--- config.mk ---
export PLATFORM = sky130hd
export DESIGN_NAME = fetch_unit
export DESIGN_NICKNAME = d
export VERILOG_FILES = /design/src/rtl/fetch_unit.sv
export SDC_FILE = /design/constraint.sdc
export NUM_CORES = 1
export LEC_CHECK = 0
export ABC_AREA = 1
export CAP_MARGIN = 20
export CELL_PAD_IN_SITES_DETAIL_PLACEMENT = 1
export CELL_PAD_IN_SITES_GLOBAL_PLACEMENT = 2
export CORE_ASPECT_RATIO = 1.2
export CORE_UTILIZATION = 33
export DETAILED_ROUTE_END_ITERATION = 16
export PLACE_DENSITY = 0.95
export SETUP_SLACK_MARGIN = 0.5
export SLEW_MARGIN = 0
export SYNTH_ARGS = -nofsm -noshare
export SYNTH_HDL_FRONTEND = slang
export SYNTH_SLANG_ARGS = --single-unit
--- constraint.sdc ---
create_clock -name clock -period 4.25 [get_ports clock]
set_clock_uncertainty 0.1 [all_clocks]
set_input_delay 0.85 -clock clock [delete_from_list [all_inputs] [get_ports clock]]
set_output_delay 0.85 -clock clock [all_outputs]
set_load 0.005 [all_outputs]
--- src/rtl/fetch_unit.sv ---
// Instruction fetch stage: owns the PC, fetches opcode (+ optional target byte)
// over a req/ack handshake and resolves JMP/CALL/RET/JZ/JNZ via a return stack.
//
// state       | meaning
// ------------+--------------------------------------------------------
// S_IDLE      | waiting for ir_load
// S_FETCH_OP  | requesting opcode byte at pc
// S_FETCH_IMM | requesting immediate/target byte at pc
// S_READY     | ir/opr valid, waiting for a branch or pc_load from control
module fetch_unit #(
  parameter int          ADDR_W      = 8,
  parameter int unsigned RESET_PC    = 0,
  parameter int          STACK_DEPTH = 4
) (
  input  logic              clock,
  input  logic              reset,
  input  logic              ir_load,
  input  logic              pc_load,
  input  logic              br_jmp,
  input  logic              br_call,
  input  logic              br_ret,
  input  logic              br_jz,
  input  logic              br_jnz,
  input  logic              zero_flag,
  output logic              imem_req,
  output logic [ADDR_W-1:0] imem_addr,
  input  logic              imem_ack,
  input  logic [7:0]        imem_rdata,
  output logic [7:0]        ir,
  output logic [7:0]        opr,
  output logic [ADDR_W-1:0] pc,
  output logic              ir_valid,
  output logic              busy,
  output logic              stack_ovf,
  output logic              stack_unf
);

  localparam int IDX_W = $clog2(STACK_DEPTH);
  localparam int SP_W  = IDX_W + 1;

  typedef enum logic [1:0] {
    S_IDLE      = 2'd0,
    S_FETCH_OP  = 2'd1,
    S_FETCH_IMM = 2'd2,
    S_READY     = 2'd3
  } state_t;

  state_t            state_q, state_d;
  logic [ADDR_W-1:0] pc_q, pc_d;
  logic [7:0]        ir_q, ir_d;
  logic [7:0]        opr_q, opr_d;
  logic [SP_W-1:0]   sp_q, sp_d, sp_m1;
  logic [ADDR_W-1:0] stack_q [STACK_DEPTH];
  logic [ADDR_W-1:0] stack_d [STACK_DEPTH];
  logic              ovf_q, ovf_d;
  logic              unf_q, unf_d;
  logic              two_byte;

  always_comb begin
    case (imem_rdata)
      8'h81, 8'h82, 8'h84, 8'h85, 8'h87: two_byte = 1'b1;
      default:                           two_byte = 1'b0;
    endcase
  end

  assign sp_m1 = sp_q - SP_W'(1);

  always_comb begin
    state_d = state_q;
    pc_d    = pc_q;
    ir_d    = ir_q;
    opr_d   = opr_q;
    sp_d    = sp_q;
    stack_d = stack_q;
    ovf_d   = ovf_q;
    unf_d   = unf_q;
    case (state_q)
      S_IDLE: begin
        if (ir_load) state_d = S_FETCH_OP;
      end
      S_FETCH_OP: begin
        if (imem_ack) begin
          ir_d    = imem_rdata;
          pc_d    = pc_q + ADDR_W'(1);
          state_d = two_byte ? S_FETCH_IMM : S_READY;
        end
      end
      S_FETCH_IMM: begin
        if (imem_ack) begin
          opr_d   = imem_rdata;
          pc_d    = pc_q + ADDR_W'(1);
          state_d = S_READY;
        end
      end
      S_READY: begin
        // ret > call > jmp > jz > jnz > pc_load
        if (br_ret) begin
          if (sp_q == '0) begin
            unf_d = 1'b1;
          end else begin
            pc_d = stack_q[sp_m1[IDX_W-1:0]];
            sp_d = sp_m1;
          end
          state_d = S_IDLE;
        end else if (br_call) begin
          if (sp_q == SP_W'(STACK_DEPTH)) begin
            ovf_d = 1'b1;
          end else begin
            stack_d[sp_q[IDX_W-1:0]] = pc_q;
            sp_d = sp_q + SP_W'(1);
            pc_d = ADDR_W'(opr_q);
          end
          state_d = S_IDLE;
        end else if (br_jmp) begin
          pc_d    = ADDR_W'(opr_q);
          state_d = S_IDLE;
        end else if (br_jz) begin
          if (zero_flag) pc_d = ADDR_W'(opr_q);
          state_d = S_IDLE;
        end else if (br_jnz) begin
          if (!zero_flag) pc_d = ADDR_W'(opr_q);
          state_d = S_IDLE;
        end else if (pc_load) begin
          state_d = S_IDLE;
        end
      end
      default: state_d = S_IDLE;
    endcase
  end

  always_ff @(posedge clock or negedge reset) begin
    if (!reset) begin
      state_q <= S_IDLE;
      pc_q    <= ADDR_W'(RESET_PC);
      ir_q    <= '0;
      opr_q   <= '0;
      sp_q    <= '0;
      ovf_q   <= 1'b0;
      unf_q   <= 1'b0;
      for (int i = 0; i < STACK_DEPTH; i++) stack_q[i] <= '0;
    end else begin
      state_q <= state_d;
      pc_q    <= pc_d;
      ir_q    <= ir_d;
      opr_q   <= opr_d;
      sp_q    <= sp_d;
      ovf_q   <= ovf_d;
      unf_q   <= unf_d;
      stack_q <= stack_d;
    end
  end

  assign imem_req  = (state_q == S_FETCH_OP) || (state_q == S_FETCH_IMM);
  assign busy      = imem_req;
  assign ir_valid  = (state_q == S_READY);
  assign imem_addr = pc_q;
  assign pc        = pc_q;
  assign ir        = ir_q;
  assign opr       = opr_q;
  assign stack_ovf = ovf_q;
  assign stack_unf = unf_q;

endmodule

=== After elaboration in Yosys (flattened, before gate mapping) ===
Cells that the tools add are included.

* Input bits: 19
* Register bits: 63
* Word-level logic and storage cells: 91
* Output and inout bits: 37

* Reductions and logical operators: 16
* Equality and inequality tests: 21
* $lt $le $gt $ge: 3
* Mux-type cells: 33
* Bitwise logic cells: 4
* $add $sub $neg: 3

{| class="wikitable"
|+ Operators with widths
! operator !! count
|-
| 8-bit 2-to-1 mux || 13
|-
| 8-bit equality test (second input constant) || 5
|-
| 32-bit bitwise mux || 1
|-
| 2-bit 2-to-1 mux || 9
|-
| 6-bit != test (second input constant) || 3
|-
| 8-bit binary-select mux with 2-bit select || 1
|-
| 8-bit demux with 2-bit select || 1
|-
| 8-bit case mux with 2 select lines || 1
|-
| 4-bit AND reduction || 4
|-
| 3-bit 2-to-1 mux || 4
|-
| 2-bit != test (second input constant) || 5
|-
| 8-bit by 1-bit adder with 8-bit output (second input constant) || 1
|-
| 2-bit case mux with 4 select lines || 1
|-
| 7-bit != test (second input constant) || 1
|-
| 7-bit AND reduction || 1
|-
| 3-bit greater-or-equal comparator (second input constant) || 2
|-
| 2-bit inverter with 3-bit output || 2
|-
| 5-bit OR reduction || 1
|-
| 2-bit equality test (second input constant) || 2
|-
| 4-bit != test (second input constant) || 1
|-
| 2-bit AND reduction || 2
|-
| 2-bit nonzero test || 2
|-
| 3-bit by 1-bit adder with 3-bit output (second input constant) || 1
|-
| 3-bit equality test (second input constant) || 1
|-
| 13 further kinds || 15
|}

=== Depth between registers and ports, before layout ===
* Depth in word-level cells: 8
* Mapped depth: 13
* Gate-level depth less buffers: 10

=== Worst setup path after synthesis ===
No wires, ideal clock.

* Path type: register to register
* Start: register sp_q[0]
* End: register pc_q[4], in the netlist imem_addr[4]
* Path buffers: 3
* Library setup time: 0.117 ns
* Stages on the path, launching flop included: 13
* Arrival: 1.847 ns
* Required time: 4.033 ns
* Path slack: 2.186 ns
* Period minus slack after synthesis: 2.064 ns
* Cells stage by stage: dfrtp_1 buf_4 clkinv_1 buf_2 ha_1 buf_2 clkinv_1 nand3_1 nand3_1 nand2_1 nand2_1 nand2_1 nand2_1

* Word-level cells in the longest chain between the ends: 8
* Elaborated cells between the ends (all ways): 13
* Classes of those cells: add/sub (1); eq/ne (3); mux (6); bitwise (1); reduce/logical (2)

{| class="wikitable"
|+ Ends and longest elaborated chain
! what !! line !! RTL
|-
| start: declaration || 52 || <nowiki>logic [SP_W-1:0] sp_q, sp_d, sp_m1;</nowiki>
|-
| start signal: assignment || 146 || <nowiki>sp_q <= sp_d;</nowiki>
|-
| 3-bit by 1-bit subtractor with 3-bit output || 66 || <nowiki>assign sp_m1 = sp_q - SP_W'(1);</nowiki>
|-
| named net sp_m1[0] || 52 ||
|-
| 2-bit inverter with 3-bit output (not written as such) || 101 || <nowiki>pc_d = stack_q[sp_m1[IDX_W-1:0]];</nowiki>
|-
| 8-bit binary-select mux with 2-bit select || 101 ||
|-
| 8-bit 2-to-1 mux (not written as such) (2 in a row) || 101 ||
|-
| 8-bit 2-to-1 mux || 98 || <nowiki>if (sp_q == '0) begin</nowiki>
|-
| 8-bit 2-to-1 mux || 97 || <nowiki>if (br_ret) begin</nowiki>
|-
| 8-bit case mux with 2 select lines || 77 || <nowiki>case (state_q)</nowiki>
|-
| end signal: assignment || 134 || <nowiki>pc_q <= ADDR_W'(RESET_PC);</nowiki>
|-
| end signal: assignment || 143 || <nowiki>pc_q <= pc_d;</nowiki>
|-
| end: declaration || 49 || <nowiki>logic [ADDR_W-1:0] pc_q, pc_d;</nowiki>
|}

The timed path passes the listed nets, and every way through them passes these cells. The select of a mux whose other input is x is not followed.
A chain may end at the register's enable or synchronous reset.

=== Worst setup path in the final report ===
* Start: input port br_ret
* End: register pc_q[5], in the netlist imem_addr[5]

* Word-level cells in the longest chain between the ends: 2
* Elaborated cells between the ends (all ways): 8
* Classes of those cells: eq/ne (5); mux (2); reduce/logical (1)

{| class="wikitable"
|+ Ends and longest elaborated chain
! what !! line !! RTL
|-
| start: declaration || 21 || <nowiki>input logic br_ret,</nowiki>
|-
| 6-bit != test (no line), or another cell as far along || -- ||
|-
| 7-bit AND reduction (no line) or 8-bit case mux with 2 select lines (tied branches) || -- ||
|}

Several ways; a longest one is shown, not always the timed one.

==> out/metrics.cfg <==
[run_status]
outcome = complete, no violations

[detailed_routing]
routed_wl_mm = 8.74
dr.first_iter.drc_count = 74
drc = 0
detail-route-antenna-nets = 0
firstDrtPassIters = 4
routed_via_density = 4.76
vias = 3030
wl_per_cell_um = 13.7

[sta]
worst_pin_slew_ps = 918
fin_tns_setup_ps = 0
slew_headroom_pct = 38.6
fin_crit_ps = 2830
slew_violations = 0
fin_crit_sh_pct = 66.5
finalSetupViolCount = 0
worst_slack_ps = 1420
rsz0062_at_grt = no
fmax_mhz = 354
hold_viol_final = 0

[finish]
multi_input_area_sq_mm = 0.00144
area_growth_pct = 25.5
n_antenna_cell = 0
nets = 535
drive_above_1_share_pct = 4.89
instances_no_fill = 637
seqCellArea_sq_mm = 0.00158
n_fill_cell = 1248
final_core_util_pct = 42.7

[worst_hold_path]
min_path_type = in2async

[flow_run]
maxCapViolCount = 0

[worst_setup_path]
r2r_start = sp_q[1]
critPathLaunchType = input port
worstRegToRegCells = 9
worstPathCellList = clkdlybuf4s50_1 > nand4_1 > and2_1 > nand2_1 > nor2_1 > nand2_1 > nand2_1
path_max_fanout = 23
startpoint = br_ret
worst_path_most_repeated_cell = nand2_1
cpMaxStageDelayCell = clkdlybuf4s50_1
required_ps = 4410
crit_type = in2reg
max_stage_delay_ps = 890
worst_ep_arrival_time_ps = 2990
end_kind = flip-flop

[clock_network]
post_cts_resized = 0
cts_setup_buffers = 0
insertion_delay_ps = 320
cts_tree = done
clk_path_buf_depth = 2
root_buffer = clkbuf_16
numCtsBuffers = 9
cts_hold_buffers = 0
clkTransAtPathRegs_ps = 50
htreeDepth = 3
cts_sinks = 63

[die]
die_y_um = 113
pin_count = 56
dieArea_sq_mm = 0.0107
rows = 40
die_x_um = 94.7
start_util_pct = 34.0
core_sq_mm = 0.0100

[synthesis]
synth-seq-cells = 63
synth_top_cell_by_area = dfrtp_1
synth.top_cell.area_share_pct = 46.3
syn_avg_cell_area_sq_um = 7.42
synth_cells = 459
synth_cell_type_count = 23
yosys.cell_count.top_type = nand2_1
synth_warnings = 0
synth_fp_nets = 488
ys_top_cells_by_area = dfrtp_1 (46%), nand2_1 (17%), o21ai_0 (7.8%), inv_1 (6.6%), nand3_1 (5.4%)
synth.top_cells.by_count = nand2_1 (156), dfrtp_1 (63), inv_1 (60)
synth_edf_count = 0
ys_seq_area_share_pct = 46.3
synth_area_sq_mm = 0.00341
synth_ff_type = dfrtp_1
synth-async-reset-ratio_pct = 100

[pwr]
leakagePower_uw = 0.00207
vdd_ir_drop_max_mv = 0.260
powerDensity_mw_per_mm2 = 752

[placement]
dp_slack_ps = 1070
portBuffers = 55
place_congestion = 0.789
dpl.hpwl_mm = 6.40
dpl.cell_count = 620

[global_routing]
grt_util_met3_pct = 3.16
grt_use_total_pct = 18.1
grt_max_degree = 46
gr-usage-met1_pct = 21.7
grt_pass1_wl_mm = 15.0
overflow = 0
grt_util_met2_pct = 31.6
grt_pass1_vias = 3139
grt_antenna_before_repair = 0
top_usage_layer = met2

## cells by family (layout without fill, tap and decap cells)
logic type	Yosys count	in the layout	synth area share (%)
AND/OR/NAND/NOR	235	235	28.5
buffers and inverters	86	138	11.5
AO/OA/AOI/OAI	63	63	9.55
flip-flops	63	63	46.3
adder cells (fa/ha/maj)	10	10	3.67
XOR/XNOR	2	2	0.514
## registers in the layout, summed over array words and instances, names as in the netlist
| name | flops |
|---|---|
| imem_addr | 8 |
| stack_unf | 1 |
| ir | 8 |
| stack_q | 32 |
| opr | 8 |
| sp_q | 3 |
| state_q | 2 |
| stack_ovf | 1 |
## worst max-delay path, delay by kind of cell
kind | cells | cell delay, ps
buffers and inverters | 1 | 890
and+or+nand+nor | 6 | 1240
## placed cells by master (no fill, tap or decap)
cell | Yosys | layout
a21oi_1 | 6 | 6
clkbuf_8 | 0 | 2
o21a_1 | 3 | 3
nor3_4 | 1 | 1
o211ai_1 | 1 | 1
ha_1 | 10 | 10
buf_12 | 0 | 1
clkinvlp_4 | 0 | 1
xor2_1 | 2 | 2
clkbuf_1 | 3 | 2
dfrtp_1 | 63 | 63
buf_4 | 10 | 3
clkbuf_16 | 0 | 9
and2_1 | 1 | 1
inv_2 | 1 | 1
nor2_1 | 35 | 35
clkdlybuf4s50_1 | 0 | 54
buf_2 | 6 | 1
nand2_1 | 156 | 156
nand3_1 | 37 | 37
o21ai_0 | 53 | 53
nand4_1 | 1 | 1
clkinv_2 | 0 | 2
nand2_2 | 1 | 1
clkinv_1 | 2 | 2
nor2_4 | 3 | 3
inv_1 | 60 | 60
## area by class of cell
class / instances / area share, %
clock inverters: 3 / 0.410
inverters: 63 / 5.53
multi-input cells: 310 / 33.7
well taps: 126 / 3.69
repair buffers: 59 / 13.8
flip-flops and latches: 63 / 36.9
clock buffers: 13 / 6.09
## final timing paths
| check | end | slack [ps] |
|---|---|---|
| worst max-delay path | imem_addr[5] | 1420 |
| worst min-delay path | stack_q[18] | 340 |
| worst max register to register | imem_addr[1] | 2110 |
| worst min register to register | stack_ovf | 370 |
| max in group asynchronous | imem_addr[2] | 3120 |
| min in group clock | stack_ovf | 370 |
## per-layer routing
metal | vias up | routed length, um
met5 | - | 0
met4 | 0 | 133
met3 | 9 | 298
met2 | 44 | 4470
met1 | 1469 | 3830
li1 | 1508 | -
## report_power, final
part           switching (uW)  internal (uW)
clock                     251            424
sequential                206            870
combinational             820            644
## through the flow
step                instance area [sq um]  power [uW]  hold WS (ps)
finish                               4280        3220           338
global route                         4280        3520           356
CTS                                  4260        3260           374
detailed placement                   3980        2560           363
global placement                     3980        2500           368
floorplan                            3410        1960           353
(Power assumes the default switching activity.)
